===== src/rtl/gpu2d_video_pkg.sv =====
// Shared definitions for the 2D GPU video path.
//   H_PIXELS / V_PIXELS / V_TOTAL : default display timing (visible pixels,
//                                   visible lines, total lines per frame)
//   VRAM_ADDR_W / VRAM_DATA_W     : scanline VRAM write-port widths
//   sched_state_t                 : scanline render scheduler states
package gpu2d_video_pkg;

   localparam int unsigned H_PIXELS    = 800;
   localparam int unsigned V_PIXELS    = 600;
   localparam int unsigned V_TOTAL     = 618;

   localparam int unsigned VRAM_ADDR_W = 10;
   localparam int unsigned VRAM_DATA_W = 8;

   typedef enum logic [1:0] {
      IDLE,
      REQ,
      FILL,
      DONE
   } sched_state_t;

endpackage


===== src/rtl/scanline_render_scheduler.sv =====
// Scanline render scheduler.
// On every line start, it picks the next visible line and asks the renderer
// to draw it. The pixel stream is written into whichever even/odd line
// buffer is not being scanned out. Missed deadlines are counted as underruns.
// Ports:
//   clk, rst_n               clock, asynchronous active-low reset
//   line_start, line_index   line-begin pulse from the timing generator
//   render_req/_line/_ack    job handshake with the renderer
//   render_abort             one-cycle pulse when the current job is cancelled
//   pix_valid/_data/_ready   pixel stream from the renderer
//   vram_{even,odd}_wr_*     registered write ports of the two line buffers
//   line_done                one-cycle pulse aligned with the last write of a line
//   busy                     a job is requested or being filled
//   underrun_cnt             saturating count of missed deadlines
module scanline_render_scheduler #(
   parameter int unsigned H_PIXELS        = gpu2d_video_pkg::H_PIXELS,
   parameter int unsigned V_PIXELS        = gpu2d_video_pkg::V_PIXELS,
   parameter int unsigned V_TOTAL         = gpu2d_video_pkg::V_TOTAL,
   parameter int unsigned V_COUNTER_WIDTH = $clog2(V_TOTAL)
) (
   input  logic                                   clk,
   input  logic                                   rst_n,
   input  logic                                   line_start,
   input  logic [V_COUNTER_WIDTH-1:0]             line_index,
   output logic                                   render_req,
   output logic [V_COUNTER_WIDTH-1:0]             render_line,
   input  logic                                   render_ack,
   output logic                                   render_abort,
   input  logic                                   pix_valid,
   input  logic [gpu2d_video_pkg::VRAM_DATA_W-1:0] pix_data,
   output logic                                   pix_ready,
   output logic [gpu2d_video_pkg::VRAM_ADDR_W-1:0] vram_even_wr_addr,
   output logic [gpu2d_video_pkg::VRAM_DATA_W-1:0] vram_even_wr_data,
   output logic                                   vram_even_we,
   output logic [gpu2d_video_pkg::VRAM_ADDR_W-1:0] vram_odd_wr_addr,
   output logic [gpu2d_video_pkg::VRAM_DATA_W-1:0] vram_odd_wr_data,
   output logic                                   vram_odd_we,
   output logic                                   line_done,
   output logic                                   busy,
   output logic [15:0]                            underrun_cnt
);
   import gpu2d_video_pkg::*;

   sched_state_t                 state;
   sched_state_t                 state_nxt;
   logic [VRAM_ADDR_W-1:0]       pix_cnt;
   logic [V_COUNTER_WIDTH-1:0]   render_line_q;
   logic                         tgt_valid;
   logic [V_COUNTER_WIDTH-1:0]   tgt_line;
   logic                         accept;
   logic                         last_pix;
   logic                         underrun;
   logic                         cur_odd;

   // Target line for the line now beginning: the last line of the frame
   // wraps to line 0; lines whose successor is in blanking have no job.
   always_comb begin
      tgt_valid = 1'b0;
      tgt_line  = '0;
      if (32'(line_index) == V_TOTAL - 1) begin
         tgt_valid = 1'b1;
      end else if (32'(line_index) + 1 < V_PIXELS) begin
         tgt_valid = 1'b1;
         tgt_line  = line_index + V_COUNTER_WIDTH'(1);
      end
   end

   assign cur_odd  = render_line_q[0];
   assign accept   = (state == FILL) && pix_valid;
   assign last_pix = accept && (pix_cnt == VRAM_ADDR_W'(H_PIXELS - 1));
   // Completing the last pixel in the same cycle as line_start is not a miss.
   assign underrun = line_start && ((state == REQ) || ((state == FILL) && !last_pix));

   always_ff @(posedge clk or negedge rst_n) begin
      if (!rst_n) begin
         state <= IDLE;
      end else begin
         state <= state_nxt;
      end
   end

   always_comb begin
      state_nxt  = state;
      render_req = 1'b0;
      pix_ready  = 1'b0;
      busy       = 1'b0;
      case (state)
         IDLE, DONE: begin
            if (line_start) begin
               state_nxt = tgt_valid ? REQ : IDLE;
            end
         end
         REQ: begin
            render_req = 1'b1;
            busy       = 1'b1;
            if (line_start) begin
               state_nxt = tgt_valid ? REQ : IDLE;
            end else if (render_ack) begin
               state_nxt = FILL;
            end
         end
         FILL: begin
            pix_ready = 1'b1;
            busy      = 1'b1;
            if (line_start) begin
               state_nxt = tgt_valid ? REQ : IDLE;
            end else if (last_pix) begin
               state_nxt = DONE;
            end
         end
         default: state_nxt = IDLE;
      endcase
   end

   assign render_line = render_line_q;

   // Datapath. The write demux uses the buffer of the job in flight before
   // render_line_q is updated, so a last pixel coinciding with a new job
   // still lands in the old buffer.
   always_ff @(posedge clk or negedge rst_n) begin
      if (!rst_n) begin
         pix_cnt           <= '0;
         render_line_q     <= '0;
         render_abort      <= 1'b0;
         line_done         <= 1'b0;
         underrun_cnt      <= '0;
         vram_even_we      <= 1'b0;
         vram_even_wr_addr <= '0;
         vram_even_wr_data <= '0;
         vram_odd_we       <= 1'b0;
         vram_odd_wr_addr  <= '0;
         vram_odd_wr_data  <= '0;
      end else begin
         render_abort <= underrun;
         line_done    <= last_pix;

         if (underrun && (underrun_cnt != '1)) begin
            underrun_cnt <= underrun_cnt + 16'd1;
         end

         if (line_start && tgt_valid) begin
            render_line_q <= tgt_line;
         end

         if (line_start || last_pix) begin
            pix_cnt <= '0;
         end else if (accept) begin
            pix_cnt <= pix_cnt + VRAM_ADDR_W'(1);
         end

         vram_even_we <= accept && !cur_odd;
         vram_odd_we  <= accept && cur_odd;
         if (accept && !cur_odd) begin
            vram_even_wr_addr <= pix_cnt;
            vram_even_wr_data <= pix_data;
         end
         if (accept && cur_odd) begin
            vram_odd_wr_addr <= pix_cnt;
            vram_odd_wr_data <= pix_data;
         end
      end
   end

endmodule


===== config.mk =====
export PLATFORM = sky130hd
export DESIGN_NAME = scanline_render_scheduler
export DESIGN_NICKNAME = d
export VERILOG_FILES = /design/src/rtl/gpu2d_video_pkg.sv /design/src/rtl/scanline_render_scheduler.sv
export SDC_FILE = /design/constraint.sdc
export NUM_CORES = 1
export LEC_CHECK = 0
export CAP_MARGIN = 0
export CORE_UTILIZATION = 32
export DETAILED_ROUTE_END_ITERATION = 12
export PLACE_DENSITY = 0.63
export SLEW_MARGIN = 15
export SYNTH_ARGS = -nofsm -noshare
export SYNTH_HDL_FRONTEND = slang
export SYNTH_SLANG_ARGS = --single-unit

===== constraint.sdc =====
create_clock -name clk -period 2.8 [get_ports clk]
set_input_delay 0.56 -clock clk [delete_from_list [all_inputs] [get_ports clk]]
set_output_delay 0.56 -clock clk [all_outputs]
set_load 0.005 [all_outputs]

==> Yosys cells after proc, flatten, opt, wreduce, memory -nomap -nowiden <==
Cells that the tools add are included.
{ "word_totals": {"regBits": 78, "input_bits": 23, "out_inout_bits": 69, "word_cells": 59} }
{ "classes": {"addsub": 4, "n_lt_le_gt_ge": 1, "n_eq_ne": 9, "n_mux": 16, "reduce_logical": 17} }
{ "ops": {"columns": ["operator", "n"], "rows": [
  ["two-way mux 10 bit", 4],
  ["adder 10 x 1 -> 10 bit (second input constant)", 2],
  ["equality test 10 bit (second input constant)", 2],
  ["adder 16 x 1 -> 16 bit (second input constant)", 1],
  ["inequality test 16 bit (second input constant)", 1],
  ["adder 10 x 1 -> 11 bit (second input constant)", 1],
  ["less-than comparator 11 x 10 -> 1 bit (second input constant)", 1],
  ["two-way mux 2 bit", 5],
  ["logical AND 1 bit", 8],
  ["two-way mux 1 bit", 6],
  ["inequality test 3 bit (second input constant)", 2],
  ["one-hot mux 2 bit (3 select lines)", 1],
  ["equality test 2 bit (second input constant)", 2],
  ["OR reduction 2 bit", 2],
  ["AND reduction 3 bit", 1],
  ["equality test 2 x 1 -> 1 bit (second input constant)", 1],
  ["logical NOT 1 bit", 2],
  ["logical NOT 2 bit", 1],
  ["logical OR 1 bit", 2],
  ["inequality test 2 bit (second input constant)", 1],
  ["nonzero test 2 bit", 1]
]} }

==> Longest topological paths before layout <==
{ "depth": {"word_depth": 8, "ltp_mapped": 10, "depth_no_buf": 8} }

==> Worst setup path after synthesis <==
OpenSTA, ideal clock, no wires.
{ "synth_path": {"path_kind": "in2reg", "from": "input line_index[0]", "to": "register render_line_q[2] (netlist: render_line[2])", "setup_time_ns": 0.078, "arrival_time_ns": 2.029, "t_required_ns": 2.722, "slack_ns": 0.693, "path_stages": 9, "n_path_buf": 2, "cell_sequence": "ha_1 and3_1 buf_4 nand3_1 a211oi_1 nor3_1 o211ai_1 buf_4 o2bb2ai_1"} }
{ "synth_via": {"elab_chain_len": 5, "word_cells_on_any_way": 9, "cone_classes": "add/sub: 2; order compare: 1; eq/ne: 1; mux: 4; reduce/logical: 1"} }
{ "synth_rtl": {"columns": ["item", "line_no", "text"], "rows": [
  ["start, declared", "scanline_render_scheduler.sv:24", "input logic [V_COUNTER_WIDTH-1:0] line_index,"],
  ["adder 10 x 1 -> 11 bit", "scanline_render_scheduler.sv:62", "end else if (32'(line_index) + 1 < V_PIXELS) begin"],
  ["less-than comparator 11 x 10 -> 1 bit", "scanline_render_scheduler.sv:62", null],
  ["two-way mux 1 bit", "scanline_render_scheduler.sv:62", null],
  ["two-way mux 1 bit", "scanline_render_scheduler.sv:60", "if (32'(line_index) == V_TOTAL - 1) begin"],
  ["logical AND 1 bit", "scanline_render_scheduler.sv:141", "if (line_start && tgt_valid) begin"],
  ["end signal, assigned", "scanline_render_scheduler.sv:142", "render_line_q <= tgt_line;"],
  ["end, declared", "scanline_render_scheduler.sv:47", "logic [V_COUNTER_WIDTH-1:0] render_line_q;"]
]} }
Several ways; a longest one is shown, not always the timed one.
A chain may end at the register's enable or synchronous reset.

==> Worst setup path after layout <==
{ "layout_path": {"from": "input line_index[0]", "to": "register render_line_q[5] (netlist: render_line[5])"} }
The elaborated chain is that of the path after synthesis.

==> results.md <==
- Synthesis handed over a netlist of 331 instances.
- The clock-pin slew reported for the worst setup and hold paths after clock tree synthesis is 90 ps.
- The count of endpoints failing hold in the final timing report was 0.
- The met1 track demand over resource in global routing is 18.8%.
- The launch instance of the worst register-to-register path is state[0].
- The congestion estimate from routability-driven global placement came to 0.861.
- The CTS root buffer is sky130_fd_sc_hd__clkbuf_8.
- The global-route wire length before repair is 13600 um.
- The storage element area is 1950 um2.
- The largest single stage delay on the critical path is 500 ps.
- Headroom to the max-slew limit came out at 58.5%.
- The critical path class is input pin to flip-flop.
- The total number of H-tree levels is 3.
- The share of total power in sequential cells is 46.3%.
- The largest net degree at the start of global routing is 50.
- The layout has 1064 filler cells.
- A synthesized cell averages 10.8 um2.
- The layout overhead on the synthesized area is 35.1%.
- For this run, the register share of the synthesized area comes to 54.5%.
- The slack of the worst reg-to-reg path is 500 ps.
- The pre-antenna-repair detailed-routing pass consisted of 6 iterations.
- Across all layers, the routed design uses 2759 vias.
- In this run, post-CTS repair resized a total of 0 instances.
- In this run, CTS created clock tree buffers numbering 9.
- Summing all non-filler instances in the final layout gives an area of 4840 um2.
- The power share of the clock group is 23.3%.
- The clock tree from TritonCTS is built.
- After detailed placement, the total cell area comes to 4670 um2.
- The post-synth net total is 360.
- For the pin with the worst max-slew slack, the measured transition is 622 ps.
- The peak supply drop is 0.273 mV.
- The flow ran to the end, and the final reports show no timing, DRC or antenna violations.
- For this run, global-route usage on met3 was measured as 4.78%.
- In the synthesized netlist, the cells that appear most often are 78 x sky130_fd_sc_hd__dfrtp_1, 72 x sky130_fd_sc_hd__nand2_1, 18 x sky130_fd_sc_hd__mux2_2, 18 x sky130_fd_sc_hd__nor2_1.
- The via count of the first global-routing pass came to 2721.
- The worst setup slack before clock tree synthesis is 74.3 ps.
- The final core utilization is 44.4%.
- In this design, the largest share of critical-path delay is due to buffers and inverters.
- The final worst-path cycle share is 84.4%.
- On the final layout, the worst clock skew is 10.2 ps.
- The floorplan has 38 rows.
- In this run, synthesis inferred 0 flip-flops with an integrated enable.
- Walking the worst path, the cells encountered are clkdlybuf4s50_1, ha_1, and3_1, nand3_1, a211oi_1, nor3_1, o211ai_1, buf_4, o2bb2ai_1.
- The post-detailed-routing wire length is 8280 um.
- The remaining global-route overflow is 0.
- Of the total power, the share spent switching nets is 30.0%.
- Once routing completed, OpenROAD measured the worst setup slack at 436 ps.
- In the post-synthesis netlist, the biggest area contributors are sky130_fd_sc_hd__dfrtp_1 55%, sky130_fd_sc_hd__nand2_1 7.5%, sky130_fd_sc_hd__mux2_2 5.7%, sky130_fd_sc_hd__xnor2_1 3.7%, sky130_fd_sc_hd__xor2_1 3.7%.
- The later pin in the worst-skew pair is clocked with a latency of 350 ps.
- The number of top-level pins is 92.
- The count of antenna diodes in the layout is 0.
- Once the floorplan was initialized, standard cells occupied 32.9% of the core.
- The largest buffer count on any clock path is 2.
- For this block, the initial DRC count from the detailed router was 108.
- The final count of pins violating max slew was 0.
- The count of nets left with antenna violations once routing finished came out at 0.
- The post-synthesis async set-or-reset flop share is 100%.
- The global router's overall resource usage is 15.1%.
- The die boundary height is 108 um.
- The cell area that synthesis handed to floorplanning was 3580 um2.
- In this run, the combinational gates consume 30.5% of the power.
- The cell-internal power is 2.22 mW.
- The via count normalized by instance count is 4.78.
- Of all nets on the critical path, the largest fanout is 6.
- Port buffering added 91 buffers.
- The most used flip-flop cell after synthesis is sky130_fd_sc_hd__dfrtp_1.
- The reported max-cap violation count is 0.
- The kind of launch point of the worst setup path is an input pin.
- The tightest hold path in the finished design has a slack of 208 ps.
- For this design the total switching power over the nets is 0.948 mW.
- After routing, the total negative slack on setup checks comes to 0 ps.
- Setup repair after global routing left no endpoint under its margin.
- The number of distinct library cells after synthesis is 45.
- In the final layout, the share of cells above drive strength 1 is 13.3%.
- The DRC violations left is 0.
- The slowest cell on the critical path is sky130_fd_sc_hd__clkdlybuf4s50_1.
- Derived from the worst setup path, the maximum achievable clock frequency is 0.423 GHz.
- After detailed routing, the average wire length per cell comes to 14.4 um.
- The most common cell in the synthesized netlist is sky130_fd_sc_hd__dfrtp_1.
- The initial antenna violation count is 0.
- The post-layout minimum cycle time is 2360 ps.
- The number of buffers added for setup after CTS is 0.
- In the final layout, the multi-input gates occupy 1510 um2.
- The number of warnings reported in the yosys synthesis log is 0.
- Summed over all nets, the half-perimeter wirelength after detailed placement is 5960 um.
- CTS saw 78 sinks.
- The worst setup path is captured at a flip-flop.
- The top cell type by area accounts for 54.5% of the synthesized area.
- The final layout contains 461 nets.
- Setup violations remaining at the end of the flow were counted as 0.
- The largest total area in the synthesized netlist belongs to sky130_fd_sc_hd__dfrtp_1.
- The die width is 108 um.
- The global routing stage identified its most utilized layer as met2.
- The hold buffer count at cts is 0.
- Global routing used 25.1% of the available met2 tracks.
- The power per cell area is 654 nW/um2.
- The most critical setup path has its startpoint at line_index[0].
- The standby leakage power is 2.18 nW.
- The arrival time of data at the critical path endpoint is 2590 ps.
- The number of buffer and inverter instances along the worst setup path is 2.
- The post-synthesis register bit count is 78.
- STA puts the critical path data required time at 3030 ps.
- The die area is 11600 um2.
- The placeable core area is 10900 um2.
- The class of the most critical hold timing path is input pin to asynchronous set/reset pin.
-- logic make-up (layout without fill, tap and decap cells) --
family,after synthesis,after routing,synth area share [%]
flip-flops,78,78,54.5
multiplexers,18,18,5.66
AND/OR/NAND/NOR,141,141,18.5
XOR/XNOR,30,30,7.34
adder cells (fa/ha/maj),6,6,2.10
buffers and inverters,24,130,3.46
AO/OA/AOI/OAI,34,34,8.46
-- flip-flops by register name (all words and copies together), names as in the netlist --
register and cells:
vram_even_wr_addr 10, vram_odd_we 1, vram_odd_wr_addr 10, state 2, vram_even_we 1, vram_even_wr_data 8, line_done 1, pix_cnt 10
underrun_cnt 16, render_line 10, vram_odd_wr_data 8, render_abort 1
-- power groups by stage --
stage	combinational, mW	clock (mW)	sequential [mW]
floorplan	0.397	0	1.48
global placement	0.948	0	1.48
detailed placement	0.974	0	1.49
CTS	0.980	0.775	1.47
global route	1.07	0.813	1.49
finish	0.964	0.736	1.46
-- worst register-to-register path, cell delays in order, from the launching register on --
cell and delay (ps):
sky130_fd_sc_hd__dfrtp_1 410, sky130_fd_sc_hd__inv_1 70, sky130_fd_sc_hd__ha_1 320, sky130_fd_sc_hd__nand3_1 200
sky130_fd_sc_hd__o41a_2 560, sky130_fd_sc_hd__o31ai_4 120, sky130_fd_sc_hd__or3_1 290, sky130_fd_sc_hd__nor2_1 80
sky130_fd_sc_hd__xor2_1 140
-- final timing paths --
kind / end / depth (start not counted)
max: render_line[5] / 9
min: underrun_cnt[7] / 1
max reg2reg: underrun_cnt[13] / 8
min reg2reg: vram_even_wr_data[6] / 2
max in group asynchronous: vram_even_wr_addr[9] / 2
min in group clk: vram_even_wr_data[6] / 2
-- metal layers --
| layer | part of all wire [%] | vias up | wire, um |
|---|---|---|---|
| met5 | 0 | - | 0 |
| met4 | 0.97 | 0 | 80 |
| met3 | 5.2 | 8 | 431 |
| met2 | 48 | 70 | 3990 |
| met1 | 46 | 1346 | 3780 |
| li1 | - | 1335 | - |
-- area by class of cell --
| cell class | count | share of cell area [%] |
|---|---|---|
| Sequential cell | 78 | 40.3 |
| Multi-Input combinational cell | 229 | 31.1 |
| Timing Repair Buffer | 103 | 20.6 |
| Clock buffer | 10 | 2.64 |
| Tap cell | 140 | 3.62 |
| Clock inverter | 6 | 0.802 |
| Inverter | 11 | 0.853 |
-- through the flow --
stage	power (mW)	std cells
2_1_floorplan	1.88	331
3_3_place_gp	2.43	561
3_5_place_dp	2.46	561
4_1_cts	3.22	577
5_1_grt	3.38	577
6_report	3.17	577
-- layout by cell type (no fill, tap or decap), drive strengths merged, types with 2 or more instances in the layout --
cell / synthesis / routed
clkdlybuf4s50: 0 / 90
dfrtp: 78 / 78
nand2: 73 / 73
mux2: 18 / 18
nor2: 18 / 18
xnor2: 15 / 15
xor2: 15 / 15
nand3: 14 / 14
buf: 9 / 13
inv: 10 / 10
o2bb2ai: 10 / 10
clkbuf: 4 / 10
nor3: 9 / 9
nand4: 8 / 8
a21oi: 6 / 6
ha: 6 / 6
and3: 5 / 5
and4: 5 / 5
clkinv: 1 / 5
or3: 3 / 3
or2: 2 / 2
a211oi: 2 / 2
o21ai: 2 / 2
a31oi: 2 / 2
clkinvlp: 0 / 2
o31ai: 2 / 2
(Power assumes the default switching activity.)
